## src/rtl/uart_mmio_if.sv

```systemverilog
// Data-memory style slave bus for the memory-mapped UART: request, write data,
// combinational read data and stall.
interface uart_mmio_if;
  logic        en;
  logic        we;
  logic [31:0] addr;
  logic [31:0] wd;
  logic [31:0] rd;
  logic        stall;

  modport master (output en, we, addr, wd, input rd, stall);
  modport slave  (input en, we, addr, wd, output rd, stall);
endinterface

```

## src/rtl/uart_mmio.sv

```systemverilog
// Memory-mapped 8N1 UART: DATA (addr[0]=0) / STATUS (addr[0]=1) registers.
// Optional `UART_LOOPBACK_EN feeds the receiver from the internal TX line and parks txd high.
module uart_mmio #(
  parameter int unsigned CLOCK_PER_HALF_BIT = 10
) (
  input  logic       clock,
  input  logic       resetn,
  uart_mmio_if.slave bus,
  input  logic       rxd,
  output logic       txd,
  output logic       tx_busy,
  output logic       rx_ready,
  output logic       ferr
);
  localparam int unsigned BIT_CLKS = 2 * CLOCK_PER_HALF_BIT;
  localparam int unsigned CW       = $clog2(BIT_CLKS);
  localparam logic [CW-1:0] BIT_LAST  = CW'(BIT_CLKS - 1);
  localparam logic [CW-1:0] HALF_LAST = CW'(CLOCK_PER_HALF_BIT - 1);

  typedef enum logic [1:0] {TX_IDLE, TX_START, TX_DATA, TX_STOP} tx_state_t;
  typedef enum logic [1:0] {RX_IDLE, RX_START, RX_DATA, RX_STOP} rx_state_t;

  logic       sel_status;
  logic       stall_int;
  logic       accept;
  logic       wr_data;
  logic       rd_data;
  logic       wr_status;
  logic       rx_valid;
  logic [7:0] rx_byte;
  logic       overrun;
  logic       ferr_sticky;
  logic       tx_line;
  logic       rx_src;

  assign sel_status = bus.addr[0];
  assign stall_int  = bus.en & ~sel_status & (bus.we ? tx_busy : ~rx_valid);
  assign accept     = bus.en & ~stall_int;
  assign wr_data    = accept &  bus.we & ~sel_status;
  assign rd_data    = accept & ~bus.we & ~sel_status;
  assign wr_status  = accept &  bus.we &  sel_status;

  assign bus.stall = stall_int;
  assign bus.rd    = !bus.en    ? '0 :
                     sel_status ? {28'b0, overrun, ferr_sticky, rx_valid, tx_busy} :
                                  {24'b0, rx_byte};

  logic unused_bits;
  assign unused_bits = &{1'b0, bus.addr[31:1], bus.wd[31:8]};

`ifdef UART_LOOPBACK_EN
  assign rx_src = tx_line;
  assign txd    = 1'b1;
  logic unused_rxd;
  assign unused_rxd = rxd;
`else
  assign rx_src = rxd;
  assign txd    = tx_line;
`endif

  // Transmitter
  tx_state_t     tx_state;
  logic [CW-1:0] tx_cnt;
  logic [2:0]    tx_bit;
  logic [7:0]    tx_shift;
  logic          tx_tick;

  assign tx_tick = (tx_cnt == BIT_LAST);

  always_ff @(posedge clock or negedge resetn) begin
    if (!resetn) begin
      tx_state <= TX_IDLE;
      tx_cnt   <= '0;
      tx_bit   <= '0;
      tx_shift <= '0;
      tx_line  <= 1'b1;
      tx_busy  <= 1'b0;
    end else begin
      tx_cnt <= (tx_state == TX_IDLE || tx_tick) ? '0 : tx_cnt + 1'b1;
      case (tx_state)
        TX_IDLE: begin
          if (wr_data) begin
            tx_state <= TX_START;
            tx_shift <= bus.wd[7:0];
            tx_line  <= 1'b0;
            tx_busy  <= 1'b1;
          end
        end
        TX_START: begin
          if (tx_tick) begin
            tx_state <= TX_DATA;
            tx_bit   <= '0;
            tx_line  <= tx_shift[0];
          end
        end
        TX_DATA: begin
          if (tx_tick) begin
            if (tx_bit == 3'd7) begin
              tx_state <= TX_STOP;
              tx_line  <= 1'b1;
            end else begin
              tx_bit   <= tx_bit + 1'b1;
              tx_shift <= {1'b0, tx_shift[7:1]};
              tx_line  <= tx_shift[1];
            end
          end
        end
        TX_STOP: begin
          if (tx_tick) begin
            tx_state <= TX_IDLE;
            tx_busy  <= 1'b0;
          end
        end
        default: tx_state <= TX_IDLE;
      endcase
    end
  end

  // Receiver, sampling mid-bit on the synchronized line
  rx_state_t     rx_state;
  logic [CW-1:0] rx_cnt;
  logic [2:0]    rx_bit;
  logic [7:0]    rx_shift;
  logic          rx_s1;
  logic          rx_s2;
  logic          rx_prev;

  always_ff @(posedge clock or negedge resetn) begin
    if (!resetn) begin
      rx_s1       <= 1'b1;
      rx_s2       <= 1'b1;
      rx_prev     <= 1'b1;
      rx_state    <= RX_IDLE;
      rx_cnt      <= '0;
      rx_bit      <= '0;
      rx_shift    <= '0;
      rx_byte     <= '0;
      rx_valid    <= 1'b0;
      overrun     <= 1'b0;
      ferr_sticky <= 1'b0;
      rx_ready    <= 1'b0;
      ferr        <= 1'b0;
    end else begin
      rx_s1    <= rx_src;
      rx_s2    <= rx_s1;
      rx_prev  <= rx_s2;
      rx_ready <= 1'b0;
      ferr     <= 1'b0;
      rx_cnt   <= rx_cnt + 1'b1;
      if (rd_data) rx_valid <= 1'b0;
      if (wr_status) begin
        if (bus.wd[2]) ferr_sticky <= 1'b0;
        if (bus.wd[3]) overrun     <= 1'b0;
      end
      case (rx_state)
        RX_IDLE: begin
          rx_cnt <= '0;
          if (rx_prev & ~rx_s2) rx_state <= RX_START;
        end
        RX_START: begin
          if (rx_cnt == HALF_LAST) begin
            rx_cnt   <= '0;
            rx_bit   <= '0;
            rx_state <= rx_s2 ? RX_IDLE : RX_DATA;
          end
        end
        RX_DATA: begin
          if (rx_cnt == BIT_LAST) begin
            rx_cnt   <= '0;
            rx_shift <= {rx_s2, rx_shift[7:1]};
            rx_bit   <= rx_bit + 1'b1;
            if (rx_bit == 3'd7) rx_state <= RX_STOP;
          end
        end
        RX_STOP: begin
          // Leave at mid-stop so an immediately following start edge is seen
          if (rx_cnt == BIT_LAST) begin
            rx_state <= RX_IDLE;
            if (rx_s2) begin
              rx_byte  <= rx_shift;
              rx_valid <= 1'b1;
              rx_ready <= 1'b1;
              if (rx_valid & ~rd_data) overrun <= 1'b1;
            end else begin
              ferr        <= 1'b1;
              ferr_sticky <= 1'b1;
            end
          end
        end
        default: rx_state <= RX_IDLE;
      endcase
    end
  end
endmodule

```

## src/flat_wrapper.sv

```systemverilog
// flat-port wrapper written by rule: the top's interface ports become plain ports
module uart_mmio_flat 
#(
  parameter int unsigned CLOCK_PER_HALF_BIT = 10
)
  (clock, resetn, rxd, txd, tx_busy, rx_ready, ferr, bus_en, bus_we, bus_addr, bus_wd, bus_rd, bus_stall);
  uart_mmio_if bus_i ();
  input  logic clock;
  input  logic resetn;
  input  logic rxd;
  output logic txd;
  output logic tx_busy;
  output logic rx_ready;
  output logic ferr;
  input wire logic [$bits(bus_i.en)-1:0] bus_en;
  input wire logic [$bits(bus_i.we)-1:0] bus_we;
  input wire logic [$bits(bus_i.addr)-1:0] bus_addr;
  input wire logic [$bits(bus_i.wd)-1:0] bus_wd;
  output wire logic [$bits(bus_i.rd)-1:0] bus_rd;
  output wire logic [$bits(bus_i.stall)-1:0] bus_stall;
  assign bus_i.en = bus_en;
  assign bus_i.we = bus_we;
  assign bus_i.addr = bus_addr;
  assign bus_i.wd = bus_wd;
  assign bus_rd = bus_i.rd;
  assign bus_stall = bus_i.stall;
  uart_mmio #(.CLOCK_PER_HALF_BIT(CLOCK_PER_HALF_BIT)) u_core (.clock(clock), .resetn(resetn), .bus(bus_i), .rxd(rxd), .txd(txd), .tx_busy(tx_busy), .rx_ready(rx_ready), .ferr(ferr));
endmodule
```

## config.mk

```make
export PLATFORM = sky130hd
export DESIGN_NAME = uart_mmio_flat
export DESIGN_NICKNAME = d
export VERILOG_FILES = /design/src/rtl/uart_mmio_if.sv /design/src/rtl/uart_mmio.sv /design/src/flat_wrapper.sv
export SDC_FILE = /design/constraint.sdc
export NUM_CORES = 1
export LEC_CHECK = 0
export ABC_AREA = 1
export BUFFER_PORTS_ARGS = -buffer_cell sky130_fd_sc_hd__buf_2
export CORE_MARGIN = 4
export CORE_UTILIZATION = 45
export CTS_BUF_LIST = sky130_fd_sc_hd__clkbuf_16
export DETAILED_ROUTE_END_ITERATION = 12
export PLACE_DENSITY_LB_ADDON = 0.3
export SYNTH_ARGS = -nofsm -noshare
export SYNTH_HDL_FRONTEND = slang
export SYNTH_SLANG_ARGS = --single-unit
```

## constraint.sdc

```tcl
create_clock -name clock -period 1.4 [get_ports clock]
set_input_delay 0.14 -clock clock [delete_from_list [all_inputs] [get_ports clock]]
set_output_delay 0.14 -clock clock [all_outputs]
set_load 0.01 [all_outputs]
```

==> impl_table.tex <==
\begin{tabular}{lr}
\hline
Metric & Value \\
\hline
\multicolumn{2}{l}{\textbf{Run status}} \\
Outcome & completed \\
\multicolumn{2}{l}{\textbf{Setup path}} \\
WP data required & about 1.6 ns \\
Largest fanout on the critical path & 7 \\
Data arrival, critical path & about 1.6 ns \\
Type of the worst setup path & flop to flop \\
Startpoint of the worst setup timing path & u\_core.tx\_state[0]\$\_DFFE\_PN0P\_ \\
Critical Path Sink Type & flop \\
Type of element launching the critical path & flop \\
RR Startpoint & u\_core.tx\_state[0]\$\_DFFE\_PN0P\_ \\
\multicolumn{2}{l}{\textbf{Logic synthesis}} \\
Unique cell type count in the Yosys netlist & 31 \\
Cell type with the highest aggregate area in the netlist & dfrtp\_1 \\
Fraction of post-synthesis cell area in the top cell type by area & 42.7\% \\
Total of flip-flops plus latches after synthesis & between 50 and 60 \\
Sequential-to-total area share from yosys stat & a little under half \\
Average instance area after synthesis & 8.15 um\^{}2 \\
Number of cells produced by synthesis & 360 \\
Yosys warnings & 0 \\
Netlist area before placement & between 2000 and 3000 um\^{}2 \\
Ranking of synthesized cells by area & dfrtp\_1, nand2\_1, ha\_1 \\
\multicolumn{2}{l}{\textbf{Global route}} \\
Pin count of the biggest net entering global routing & 55 \\
Via count of the first global-routing pass & 2087 \\
Global routing usage summed across all routing layers & 14.6\% \\
Number of antenna violations at the first check in global routing & 0 \\
Wire length of the first global-routing pass & about 9 mm \\
Global route overflow & 0 \\
\multicolumn{2}{l}{\textbf{Placed design}} \\
Final RePlAce weighted congestion & just under 0.8 \\
PortBufs & 26 \\
Instance area after placement & $\sim$3300 um\^{}2 \\
Post-DP HPWL & about 4 mm \\
Pre-CTS WS & -0.0751 ns \\
Number of placed cells counting well taps & $\sim$490 \\
\multicolumn{2}{l}{\textbf{Worst hold path}} \\
Worst Hold Launch & bus\_wd[7] \\
Min-delay worst type & primary input to flop \\
\multicolumn{2}{l}{\textbf{Die}} \\
Die Area & $\sim$7900 um\^{}2 \\
Standard-cell row count & 29 \\
Horizontal die dimension & 88.7 um \\
Top-level port count & roughly 110 \\
Standard cell core area & 6350 um\^{}2 \\
Initial core utilization & between 40\% and 50\% \\
Die extent in y & slightly below 90 um \\
\multicolumn{2}{l}{\textbf{Routing}} \\
Detailed route wirelength on metal3 & $\sim$350 um \\
DR vias/cell & approximately 4.6 \\
Max Used Layer & met4 \\
Final Routed Wirelength & roughly 5.9 mm \\
Routed wl met2 & 2.78 mm \\
WL/cell & about 12 um \\
Detailed router's first-iteration violation count & 125 \\
Detailed-routing iteration count for the pre-antenna-repair pass & 4 \\
DRC errors left & 0 \\
DRT met1 WL & 2.68 mm \\
Antenna Nets Post-Route & 0 \\
Via total after detailed routing & 2348 \\
\multicolumn{2}{l}{\textbf{STA}} \\
Minimum setup slack in the final design & approximately 0.025 ns \\
Hold violation count in the final report & 0 \\
Final-report setup violation count & 0 \\
Share of the clock period used by the worst path & 98.2\% \\
Highest Clock Rate & 728 MHz \\
Total negative slack for setup checks & 0 ns \\
Worst hold margin & between 0.15 and 0.2 ns \\
Layout Skew & between 0.004 and 0.005 ns \\
Final Slew Violations & 0 \\
RSZ-0062 raised after global routing & true \\
Minimum clock period after layout & about 1.4 ns \\
\multicolumn{2}{l}{\textbf{Layout}} \\
Number of antenna repair diodes & 0 \\
Final cell utilization of the core & about three fifths \\
Area of all placed cells without fillers & roughly 3800 um\^{}2 \\
Final Non-Filler Cells & between 500 and 600 \\
Proportion of layout cells with a drive suffix above 1 & a little under a third \\
Area overhead of the layout relative to synthesis & 28.6\% \\
Post-layout net count & 513 \\
\multicolumn{2}{l}{\textbf{Clock network}} \\
Number of CTS-inserted buffers & 5 \\
H-tree Lvls & 2 \\
Root buf cell & clkbuf\_16 \\
Sinks on Clock Net & between 50 and 60 \\
Clock tree from TritonCTS & built \\
Insertion delay to the later sink of the worst-skew pair & approximately 0.29 ns \\
Clk pin slew, worst setup/hold paths & about 0.07 ns \\
Clock Tree Buf Depth & 2 \\
\multicolumn{2}{l}{\textbf{Power}} \\
Leakage power total & roughly 1.9 nW \\
Cell Pwr Density & approximately 1000 nW/um\^{}2 \\
Total power & around 4 mW \\
Worst supply voltage drop on vdd & $\sim$0.80 mV \\
\multicolumn{2}{l}{\textbf{Flow run}} \\
Max-cap violations & 0 \\
\hline
\end{tabular}
-- registers in the layout, indices dropped and copies added, names as in the netlist, named ones only --
| name | count |
|---|---|
| u_core.rx_prev | 1 |
| u_core.rx_byte | 8 |
| u_core.txd | 1 |
| u_core.rx_s2 | 1 |
| u_core.tx_bit | 3 |
| u_core.tx_shift | 8 |
| u_core.rx_valid | 1 |
| u_core.rx_ready | 1 |
| u_core.tx_state | 2 |
| u_core.ferr | 1 |
| u_core.rx_cnt | 5 |
| u_core.ferr_sticky | 1 |
| u_core.overrun | 1 |
| u_core.rx_state | 1 |
| u_core.rx_s1 | 1 |
| u_core.tx_cnt | 5 |
| u_core.tx_busy | 1 |
| u_core.rx_bit | 3 |
| u_core.rx_shift | 8 |
-- power breakdown --
part	internal [mW]	switching [mW]	leakage [nW]
clock	0.654	0.546	0.0672
combinational	0.408	0.618	1.14
sequential	1.65	0.0756	0.727
total	2.71	1.24	1.93
-- metal layers --
metal / vias up / track usage (%)
li1: 1209 / -
met1: 1076 / 19.3
met2: 56 / 23.4
met3: 7 / 2.98
met4: 0 / 5.63
met5: - / 0
-- timing repair --
item                                    in CTS  in global routing
gates resized for setup                     15                 62
endpoints found under the setup margin      25                 42
buffers inserted                             1                  7
pin swaps                                    6                 14
endpoints found under the hold margin       51                  0
cloned                                       0                  2
hold buffers                                 2                  0
-- area by class of cell --
cell class | count | area (um^2)
tap | 77 | 96.3
sequential | 54 | 1360
clock buffer | 5 | 125
fill | 534 | 2580
clock inverter | 3 | 16.3
inverter | 49 | 196
multi-input combinational | 253 | 1530
timing repair buffer | 64 | 453
-- synthesized netlist by cell type --
library cell / number
o21ai_4: 1
inv_1: 46
nand3_1: 21
buf_2: 2
o21ai_0: 25
a21boi_0: 1
nor2_1: 27
nand2_2: 2
or2_2: 4
nand3b_1: 1
ha_1: 17
o21ai_1: 9
a21oi_1: 3
o2111ai_1: 1
xor2_1: 2
buf_8: 1
xnor2_1: 1
buf_4: 24
nand2_1: 106
nand2_4: 2
inv_2: 2
inv_4: 1
or2_1: 1
clkbuf_1: 1
nand3_4: 1
dfrtp_1: 50
buf_6: 1
o21a_1: 1
dfstp_2: 4
conb_1: 1
nand4_1: 1
-- final timing paths --
| kind | endpoint | slack (ns) | depth (start not counted) |
|---|---|---|---|
| max | u_core.tx_state[0]$_DFFE_PN0P_ | 0.03 | 9 |
| min | u_core.tx_shift[7]$_DFFE_PN0P_ | 0.16 | 4 |
| max reg2reg | u_core.tx_state[0]$_DFFE_PN0P_ | 0.03 | 9 |
| min reg2reg | u_core.rx_s2$_DFF_PN1_ | 0.36 | 0 |
| max in group asynchronous | u_core.rx_s2$_DFF_PN1_ | 0.75 | 3 |
| min in group asynchronous | u_core.rx_byte[0]$_DFFE_PN0P_ | 0.37 | 3 |
-- logic make-up (layout without fill, tap and decap cells) --
group | count (synthesis) | count (layout) | synth area share [%]
flops | 54 | 54 | 46.2
buf+inv | 78 | 121 | 13.9
fa+ha+maj | 17 | 17 | 7.25
simple gates | 166 | 168 | 23.9
compound gates | 41 | 41 | 7.68
other cells | 1 | 24 | 0.128
xor+xnor | 3 | 3 | 0.896
-- cell usage in the layout, fill, tap and decap left out, drive strengths merged --
cell type / instances
a21boi: 1
a21oi: 3
buf: 62
clkbuf: 5
clkinv: 2
clkinvlp: 1
conb: 24
dfrtp: 50
dfstp: 4
dlygate4sd3: 2
ha: 17
inv: 49
nand2: 110
nand3: 24
nand3b: 1
nand4: 1
nor2: 27
o2111ai: 1
o21a: 1
o21ai: 35
or2: 5
xnor2: 1
xor2: 2
-- critical path: stages (launching register included) --
cell,delay (ns)
dfrtp_1,0.40
inv_2,0.10
ha_4,0.20
inv_2,0.05
or2_4,0.27
nand2_4,0.08
nor2_4,0.04
nand2_2,0.06
nand2_1,0.06
nand2_1,0.05
(Power assumes the default switching activity.)
